--- src/rtl/potential_reader.sv ---
// Purpose: snapshot a bank of stored membrane potentials, then stream it out in index order while counting the entries at or above the firing threshold.
// Latency: out_valid rises one cycle after the start edge; N_NEURONS beats plus one done cycle when out_ready stays high.
// Backpressure: out_ready low stalls the stream and holds every out_* output stable. out_valid never depends on out_ready.
module potential_reader #(
    parameter int N_NEURONS = 4,
    parameter int WIDTH     = 32,
    parameter int IDX_W     = 2,
    parameter int THRESHOLD = 8
) (
    input  logic                       clk,
    input  logic                       rst,
    input  logic                       start,
    input  logic [N_NEURONS*WIDTH-1:0] in_flat,
    input  logic                       out_ready,
    output logic                       out_valid,
    output logic [WIDTH-1:0]           out_data,
    output logic [IDX_W-1:0]           out_idx,
    output logic                       out_last,
    output logic                       busy,
    output logic                       done,
    output logic [IDX_W:0]             spike_count
);

    typedef enum logic [1:0] {
        ST_IDLE   = 2'd0,
        ST_STREAM = 2'd1,
        ST_DONE   = 2'd2
    } state_t;

    localparam logic [IDX_W-1:0]        LAST_IDX = IDX_W'(N_NEURONS - 1);
    localparam logic signed [WIDTH-1:0] THR      = WIDTH'(THRESHOLD);

    state_t                   state;
    logic signed [WIDTH-1:0]  snap [N_NEURONS];
    logic [IDX_W-1:0]         idx;
    logic [IDX_W-1:0]         nxt_idx;
    logic [IDX_W:0]           spike_cnt;

    assign nxt_idx = idx + IDX_W'(1);

    // The count is taken from the frozen snapshot, so in_flat can change during the stream without affecting it.
    always_comb begin
        spike_cnt = '0;
        for (int k = 0; k < N_NEURONS; k++) begin
            if (snap[k] >= THR)
                spike_cnt = spike_cnt + (IDX_W+1)'(1);
        end
    end

    always_ff @(posedge clk or negedge rst) begin
        if (!rst) begin
            state       <= ST_IDLE;
            idx         <= '0;
            out_valid   <= 1'b0;
            out_data    <= '0;
            out_idx     <= '0;
            out_last    <= 1'b0;
            busy        <= 1'b0;
            done        <= 1'b0;
            spike_count <= '0;
            for (int k = 0; k < N_NEURONS; k++)
                snap[k] <= '0;
        end else begin
            case (state)
                ST_IDLE: begin
                    done      <= 1'b0;
                    busy      <= 1'b0;
                    out_valid <= 1'b0;
                    if (start) begin
                        for (int k = 0; k < N_NEURONS; k++)
                            snap[k] <= in_flat[k*WIDTH +: WIDTH];
                        idx       <= '0;
                        out_valid <= 1'b1;
                        out_data  <= in_flat[WIDTH-1:0];
                        out_idx   <= '0;
                        out_last  <= (LAST_IDX == '0);
                        busy      <= 1'b1;
                        state     <= ST_STREAM;
                    end
                end

                ST_STREAM: begin
                    if (out_ready) begin
                        if (idx == LAST_IDX) begin
                            out_valid   <= 1'b0;
                            out_data    <= '0;
                            out_idx     <= '0;
                            out_last    <= 1'b0;
                            done        <= 1'b1;
                            spike_count <= spike_cnt;
                            state       <= ST_DONE;
                        end else begin
                            idx      <= nxt_idx;
                            out_idx  <= nxt_idx;
                            out_data <= snap[nxt_idx];
                            out_last <= (nxt_idx == LAST_IDX);
                        end
                    end
                end

                ST_DONE: begin
                    done  <= 1'b0;
                    busy  <= 1'b0;
                    state <= ST_IDLE;
                end

                default: begin
                    out_valid <= 1'b0;
                    busy      <= 1'b0;
                    done      <= 1'b0;
                    state     <= ST_IDLE;
                end
            endcase
        end
    end

endmodule
--- config.mk ---
export PLATFORM = sky130hd
export DESIGN_NAME = potential_reader
export DESIGN_NICKNAME = d
export VERILOG_FILES = /design/src/rtl/potential_reader.sv
export SDC_FILE = /design/constraint.sdc
export NUM_CORES = 1
export LEC_CHECK = 0
export ABC_AREA = 0
export CAP_MARGIN = 5
export CELL_PAD_IN_SITES_DETAIL_PLACEMENT = 1
export CELL_PAD_IN_SITES_GLOBAL_PLACEMENT = 1
export CORE_ASPECT_RATIO = 0.9
export CORE_MARGIN = 1
export CORE_UTILIZATION = 45
export DETAILED_ROUTE_END_ITERATION = 8
export DONT_BUFFER_PORTS = 1
export PLACE_DENSITY = 0.8
export SETUP_SLACK_MARGIN = 0.4
export SLEW_MARGIN = 25
export SYNTH_ARGS = -nofsm -noshare
export SYNTH_HDL_FRONTEND = slang
export SYNTH_SLANG_ARGS = --single-unit
--- constraint.sdc ---
create_clock -name clk -period 9.6 [get_ports clk]
set_clock_uncertainty 0.2 [all_clocks]
set_input_delay 1.44 -clock clk [delete_from_list [all_inputs] [get_ports clk]]
set_output_delay 1.44 -clock clk [all_outputs]
set_load 0.02 [all_outputs]
Word level (Yosys, flattened, before mapping) --
Index checks and enable logic that the tools add are counted.
Operators by class: add/subtract/negate cells 4, multipliers 0, div/mod/pow operators 0, order comparisons 5, eq/ne operators 8, shift-type cells 0, mux-type cells 34, bitwise logic cells 2, reduce and logical (&&, ||, !) cells 9
Operators with widths (number):
- $mux W32 | 5
- $ge A32 B5 Y1 const B | 4
- $bmux W32 S2 | 1
- $pmux W32 S2 | 1
- $mux W2 | 8
- $pmux W2 S2 | 3
- $reduce_and A3 Y1 | 4
- $mux W1 | 10
- $add A3 B1 Y3 const B | 3
- $mux W3 | 3
- $ne A2 B2 Y1 const B | 4
- $eq A2 B2 Y1 const B | 3
- $pmux W1 S2 | 2
- $reduce_and A2 Y1 | 2
- $reduce_and A4 Y1 | 1
- $ge A3 B3 Y1 const B | 1
- $not A2 Y3 | 1
- $pmux W1 S3 | 1
- $add A2 B1 Y2 const B | 1
- $eq A2 B1 Y1 const B | 1
- $logic_not A2 Y1 | 1
- $reduce_bool A2 Y1 | 1
- $not A1 Y1 | 1
Word-level totals: register bits after elaboration 173, latch bits 0, RAM bits 0, memory bits (read-only) 0, input port bits 132, logic and storage cells 75, memories 0

Logic depth before layout (Yosys ltp) --
Gate-level depths: netlist (run 1).
depth in word-level cells 8, gate-level depth with buffers 15, gate-level depth less buffers 15

Worst setup path before layout (run 1) --
No wires, ideal clock.
path type register -> register, start reg snap[96] in the netlist's numbering, end reg spike_count[2], setup time 0.130 ns, arrival 2.930 ns, data required time 9.270 ns, setup slack 6.339 ns, cell stages (with the launch flop) 15, period minus slack after synthesis 3.261 ns, cells stage by stage dfrtp_1 -> or4b_2 -> nand4_1 -> nor2_1 -> or2_2 -> ha_1 -> nand2b_1 -> a21oi_1 -> a211o_1 -> or3_1 -> inv_1 -> ha_1 -> o211ai_1 -> xnor2_1 -> o21ai_0
On the way: longest elaborated chain between the ends 8
Ends and longest elaborated chain:
- start, declared | line 34 | logic signed [WIDTH-1:0] snap [N_NEURONS];
- start signal, assigned by index | line 71 | snap[k] <= in_flat[k*WIDTH +: WIDTH];
- $ge A32 B5 Y1 (*) | line 45 | if (snap[k] >= THR)
- $mux W1 (*) | line 45
- $add A3 B1 Y3 | line 46 | spike_cnt = spike_cnt + (IDX_W+1)'(1);
- $mux W3 (*) | line 45
- $add A3 B1 Y3 | line 46
- $mux W3 (*) | line 45
- $add A3 B1 Y3 | line 46
- $mux W3 (*) | line 45
- end signal, assigned | line 90 | spike_count <= spike_cnt;
- end, declared | line 21 | output logic [IDX_W:0] spike_count
Every way passes the cells marked *; elsewhere a longest branch is shown, timed or not. A chain may end at the register's enable or synchronous reset.

Worst setup path in the final report (run 1) --
Ends and elaborated chain as after synthesis.

==> results of run 1 <==
-- registers in the layout, indices dropped and copies added (netlist names) --
signal / flops
snap: 128
out_data: 32
spike_count: 3
idx: 2
out_idx: 2
state: 2
busy: 1
done: 1
out_last: 1
out_valid: 1
-- metal layers --
layer | share of wire (%) | up-vias | track usage (%) | routed length (um)
met3 | 6.7 | 19 | 7.060 | 1551
li1 | - | 2782 | - | -
met1 | 44 | 3084 | 36.39 | 10080
met2 | 49 | 178 | 44.09 | 11210
met4 | 0.96 | 0 | 6.452 | 222
met5 | 0 | - | 0 | 0
-- cell usage after synthesis (2+ instances only) --
cell type / count / area share (%)
nand2_1: 430 / 20
dfrtp_1: 173 / 54
clkbuf_1: 44 / 2.1
o21ai_0: 33 / 2.1
a22oi_1: 32 / 3.0
mux4_2: 31 / 8.8
nor4_1: 25 / 2.0
inv_1: 11 / 0.52
nor2_1: 7 / 0.33
buf_2: 6 / 0.38
nand3_1: 6 / 0.38
ha_1: 5 / 0.79
nand4_1: 5 / 0.39
o21ai_1: 4 / 0.25
a22o_1: 3 / 0.33
nand2b_1: 3 / 0.24
o211ai_1: 3 / 0.28
mux2i_1: 2 / 0.25
nor4_4: 2 / 0.54
o31ai_1: 2 / 0.19
-- layout make-up --
| class | instances | area [um2] |
|---|---|---|
| Fill cell | 1934 | 8339 |
| Clock buffer | 23 | 498.0 |
| Sequential cell | 173 | 4330 |
| Clock inverter | 9 | 107.6 |
| Inverter | 11 | 41.29 |
| Multi-Input combinational cell | 613 | 3390 |
| Tap cell | 235 | 294.0 |
| Timing Repair Buffer | 8 | 60.06 |
-- stage by stage --
step	cell area [um2]	total power, mW
floorplan	7946	2.330
global placement	8115	2.649
detailed placement	8115	2.736
CTS	8721	3.466
global route	8721	3.667
finish	8721	3.437
-- power by group through the flow --
| stage | clock network (mW) | registers [mW] | logic [mW] |
|---|---|---|---|
| finish | 0.711 | 1.48 | 1.24 |
| global route | 0.751 | 1.52 | 1.39 |
| CTS | 0.723 | 1.48 | 1.26 |
| detailed placement | 0 | 1.49 | 1.25 |
| global placement | 0 | 1.46 | 1.19 |
| floorplan | 0 | 1.35 | 0.979 |
-- worst max-delay path: cells and delay by family (launching register included) --
| kind | cells | cell delay, ps |
|---|---|---|
| buffers and inverters | 1 | 70 |
| AO/OA/AOI/OAI | 4 | 520 |
| adder cells (fa/ha/maj) | 2 | 450 |
| flip-flops | 1 | 420 |
| XOR/XNOR | 1 | 160 |
| AND/OR/NAND/NOR | 6 | 1590 |
-- worst max-delay path by stage --
stage	from	end	slack [ps]
after global placement	start	idx[0]	5840
after detailed placement	start	idx[0]	5810
final	snap[96]	spike_count[2]	6060
after CTS	idx[0]	out_data[28]	6020
after global routing	idx[0]	out_data[30]	5850
after floorplan	snap[96]	spike_count[2]	6340
-- logic make-up after synthesis --
kind of cell / Yosys count / synth area share, %
buffers and inverters: 62 / 3.070
adder cells (fa/ha/maj): 5 / 0.7873
multiplexers: 35 / 9.510
flip-flops: 173 / 54.48
XOR/XNOR: 1 / 0.1102
AO/OA/AOI/OAI: 85 / 6.960
AND/OR/NAND/NOR: 487 / 25.08
==> impl_metrics.ini, run 1 <==
[die]
core_mm2 = 0.01706
fp.dieArea_mm2 = 0.01819
dieWidth_um = 142.1
start_util_pct = 46.58
die_h_um = 128.1
ioPinCount = 173
rows = 45

[sta]
worst_pin_slew_ps = 837.1
min_period_over_period_pct = 36.85
rsz0062_at_grt = false
setup-tns-final_ps = 0
period_minus_slack_ps = 3537
hold_slack_ps = 283.0
max_freq_ghz = 0.2827
setup_slack_ps = 6063
setup_violations = 0
report.final.slew_viol_count = 0
hold_viol_final = 0
slew_headroom_pct = 44.08

[critical_path]
cpPeakStageDelay_ps = 690
crit_chain = or4b_2 -> nand4_1 -> nor2_1 -> or2_2 -> ha_1 -> nand2b_1 -> a21oi_1 -> a211o_1 -> or3_1 -> inv_1 -> ha_1 -> o211ai_1 -> xnor2_1 -> o21ai_0
cp_common_cell = ha_1
required_ps = 9700
r2r-start = snap[96]
crit_type = reg -> reg
rrSetupSlack_ps = 6060
cp.arrival_ps = 3630
crit-reg2reg-capture = spike_count[2]
start_kind = flip-flop
critPathCaptureType = flip-flop
ff2ff_path_depth = 14
critPathMaxFanout = 3
cp_slowest_cell = or4b_2

[power_and_ir_drop]
power.internal_mw = 2.030
seq_power_share_pct = 43.1
netSwitchingFraction_pct = 40.92
pwr-share-comb_pct = 36.2
ir_drop_mv = 0.1491
pwr-share-clk_pct = 20.7
leakagePower_nw = 4.222
power_density_mw_per_mm2 = 394.1
power_switching_mw = 1.406

[synth]
synth_cell_type_count = 41
synth_warnings = 0
synth_edf_count = 0
synth_nets = 985
synth.avg_cell_area_um2 = 9.371
ys_seq_area_share_pct = 54.48
synth_seq_cells = 173
ys_async_sr_fraction_pct = 100.0
netlist_instances = 848
synthFlopType = dfrtp_1
syn_area_mm2 = 0.007946

[global_route]
grt_pass1_wl_mm = 37.00
grt.total_usage_pct = 27.09
antenna_found_initial = 0
grt_max_degree = 174
grt_pass1_vias = 6506
overflow = 0

[clocking]
tritoncts = done
hold_buffers = 0
cts_buffer_depth = 2
postCtsSetupBuffers = 0
clk_latency_ps = 430
numCtsBuffers = 17
cts_root_buf = clkbuf_16
cts_resized = 0
cts_sinks = 173
htreeDepth = 4
clkTransAtPathRegs_ps = 70

[run_status]
status = finished clean

[layout]
final_cell_mix = 430 x nand2_1, 172 x dfrtp_1, 33 x o21ai_0
final_common_cell = nand2_1
fin_util_pct = 51.12
num_antenna_cells = 0
instances_no_fill = 1072
nets = 961
area_growth_pct = 9.746
layout-drive-gt1-share_pct = 9.797

[placed_design]
place_inst = 1040
gp_congestion = 0.8337
dpl.hpwl_mm = 15.92
place_ws_ps = 5810
io_buffers = 0

[detailed_routing]
wl_mm = 23.07
via_count = 6063
drcViolationCount = 0
ant_nets = 0
wire_per_inst_um = 21.52
viasPerCell = 5.656
drt_iter0_markers = 406
drtPass1Iterations = 6

[worst_hold_path]
hold_end = snap[64]
hold_class = reg -> reg
worst_hold_startpoint = snap[64]
whs_path_depth = 2

[run]
cap_violations = 0
Power figures use the tool's default switching activity.
==> inputs of run 2 (changes only) <==
--- a/config.mk
+++ b/config.mk
@@ -11,7 +11,7 @@
 export CELL_PAD_IN_SITES_GLOBAL_PLACEMENT = 1
 export CORE_ASPECT_RATIO = 0.9
 export CORE_MARGIN = 1
-export CORE_UTILIZATION = 45
+export CORE_UTILIZATION = 43
 export DETAILED_ROUTE_END_ITERATION = 8
 export DONT_BUFFER_PORTS = 1
 export PLACE_DENSITY = 0.8
==> constraint.sdc (replaced) <==
create_clock -name clk -period 3.2 [get_ports clk]
set_clock_uncertainty 0.2 [all_clocks]
set_input_delay 0.48 -clock clk [delete_from_list [all_inputs] [get_ports clk]]
set_output_delay 0.48 -clock clk [all_outputs]
set_load 0.02 [all_outputs]
==> impl_metrics.ini, run 2 (synthesized netlist as in run 1, its figures left out) <==
[die]
die_h_um = 131.0
dieWidth_um = 145.3
ioPinCount = 173
rows = 46
core_mm2 = 0.01784
fp.dieArea_mm2 = 0.01903
start_util_pct = 44.54

[layout]
nets = 1095
register_area_mm2 = 0.004330
largest_register_ffs = 128
layout-drive-gt1-share_pct = 10.81
multi_input_area_mm2 = 0.003508
reg_top3 = snap: 128 flops, out_data: 32 flops, spike_count: 3 flops
final_common_cell = nand2_1
fin_area_mm2 = 0.01017
top_register = snap
num_antenna_cells = 0
area_growth_pct = 27.98
final_cell_mix = 430 x nand2_1, 172 x dfrtp_1, 121 x dlygate4sd3_1
num-fill-cells = 1980
fin_util_pct = 57.00
instances_no_fill = 1211

[critical_path]
start_kind = flip-flop
critPathCaptureType = flip-flop
required_ps = 3300
critPathMaxFanout = 3
cp.arrival_ps = 3220
crit_type = reg -> reg
rrSetupSlack_ps = 80

[clocking]
cts_sinks = 173
tritoncts = done
numCtsBuffers = 17
clkTransAtPathRegs_ps = 70
cts_root_buf = clkbuf_16
cts_buffer_depth = 2
clk_latency_ps = 430
htreeDepth = 4

[global_route]
grt_pass1_vias = 7312
grt_max_degree = 174
grt_pass1_wl_mm = 41.21
overflow = 0
grt.total_usage_pct = 28.84
antenna_found_initial = 0

[sta]
hold_slack_ps = -451.3
setup_slack_ps = 81.75
max_freq_ghz = 0.3207
slew_headroom_pct = 41.62
min_period_over_period_pct = 97.45
rsz0062_at_grt = true
setup_violations = 0
report.final.slew_viol_count = 0
hold_viol_final = 173
setup-tns-final_ps = 0
worst_pin_slew_ps = 873.8
period_minus_slack_ps = 3118

[detailed_routing]
drtPass1Iterations = 4
via_count = 6823
wl_mm = 26.86
viasPerCell = 5.634
drt_iter0_markers = 390
drcViolationCount = 0
wire_per_inst_um = 22.18
ant_nets = 0

[placed_design]
io_buffers = 0
gp_congestion = 0.8403
place_inst = 1052
placed_cell_area_mm2 = 0.008245
place_ws_ps = -116.5
dpl.hpwl_mm = 15.95

[power_and_ir_drop]
power_mw = 10.87
power_density_mw_per_mm2 = 1069
ir_drop_mv = 0.5410
leakagePower_nw = 4.800

[run_status]
violations = negative hold slack
status = finished, violations left

[run]
cap_violations = 0

[worst_hold_path]
hold_class = in -> async
[run 2: cell count changes in the layout (fill, tap and decap cells not counted), sizes merged]
cell         change
dlygate4sd3    +121
buf             +13
clkbuf           +4
clkinv           -3
inv              -1
[run 2: layer usage]
layer / up-vias / global-route usage, % / routed length [um]
met1: 3497 / 36.02 / 11120
met3: 37 / 6.493 / 1536
li1: 3039 / - / -
met5: - / 0 / 0
met2: 250 / 50.48 / 13710
met4: 0 / 9.102 / 493
[run 2: critical path, cell delays in order (launching register included)]
cell	delay, ps
dfrtp_1	380
or4b_4	530
nand4_1	90
nor2_1	50
or2_4	260
ha_4	230
nand2b_4	70
nor2_2	30
a211o_1	300
or3_4	340
inv_2	70
ha_4	110
o211ai_1	90
xnor2_1	160
o21ai_1	70
[run 2: final timing paths]
path | start | to | cells past startpoint
setup / recovery | snap[98] | spike_count[2] | 14
hold / removal | rst | out_data[28] | 0
setup reg to reg | snap[98] | spike_count[2] | 14
hold reg to reg | snap[66] | snap[66] | 2
max in group asynchronous | rst | snap[81] | 0
min in group clk | in_flat[67] | snap[35] | 2
[run 2: what timing repair did]
action	CTS	global route
endpoints found under the hold margin	292	175
buffers inserted	3	3
pin swaps	6	5
gates resized for setup	3	12
hold buffers	119	2
endpoints found under the setup margin	3	3
[run 2: where the power goes]
group / switching (mW) / leakage [nW] / total (mW) / internal, mW
combinational: 2.31 / 2.36 / 4.27 / 1.95
clock: 0.855 / 0.278 / 2.09 / 1.24
sequential: 1.31 / 2.16 / 4.51 / 3.21
[run 2: final cells by class]
cell class	instances	area share [%]
flip-flops and latches	173	42.58
repair buffers	142	13.83
clock buffers	27	4.946
clock inverters	5	0.7874
inverters	11	0.4060
multi-input cells	613	34.50
well taps	240	2.953
==> inputs of run 3 (changes only) <==
--- a/config.mk
+++ b/config.mk
@@ -6,7 +6,7 @@
 export NUM_CORES = 1
 export LEC_CHECK = 0
 export ABC_AREA = 0
-export CAP_MARGIN = 5
+export CAP_MARGIN = 30
 export CELL_PAD_IN_SITES_DETAIL_PLACEMENT = 1
 export CELL_PAD_IN_SITES_GLOBAL_PLACEMENT = 1
 export CORE_ASPECT_RATIO = 0.9
==> results of run 3 <==
No change in the layout: final DEF, timing and power equal those of run 2.
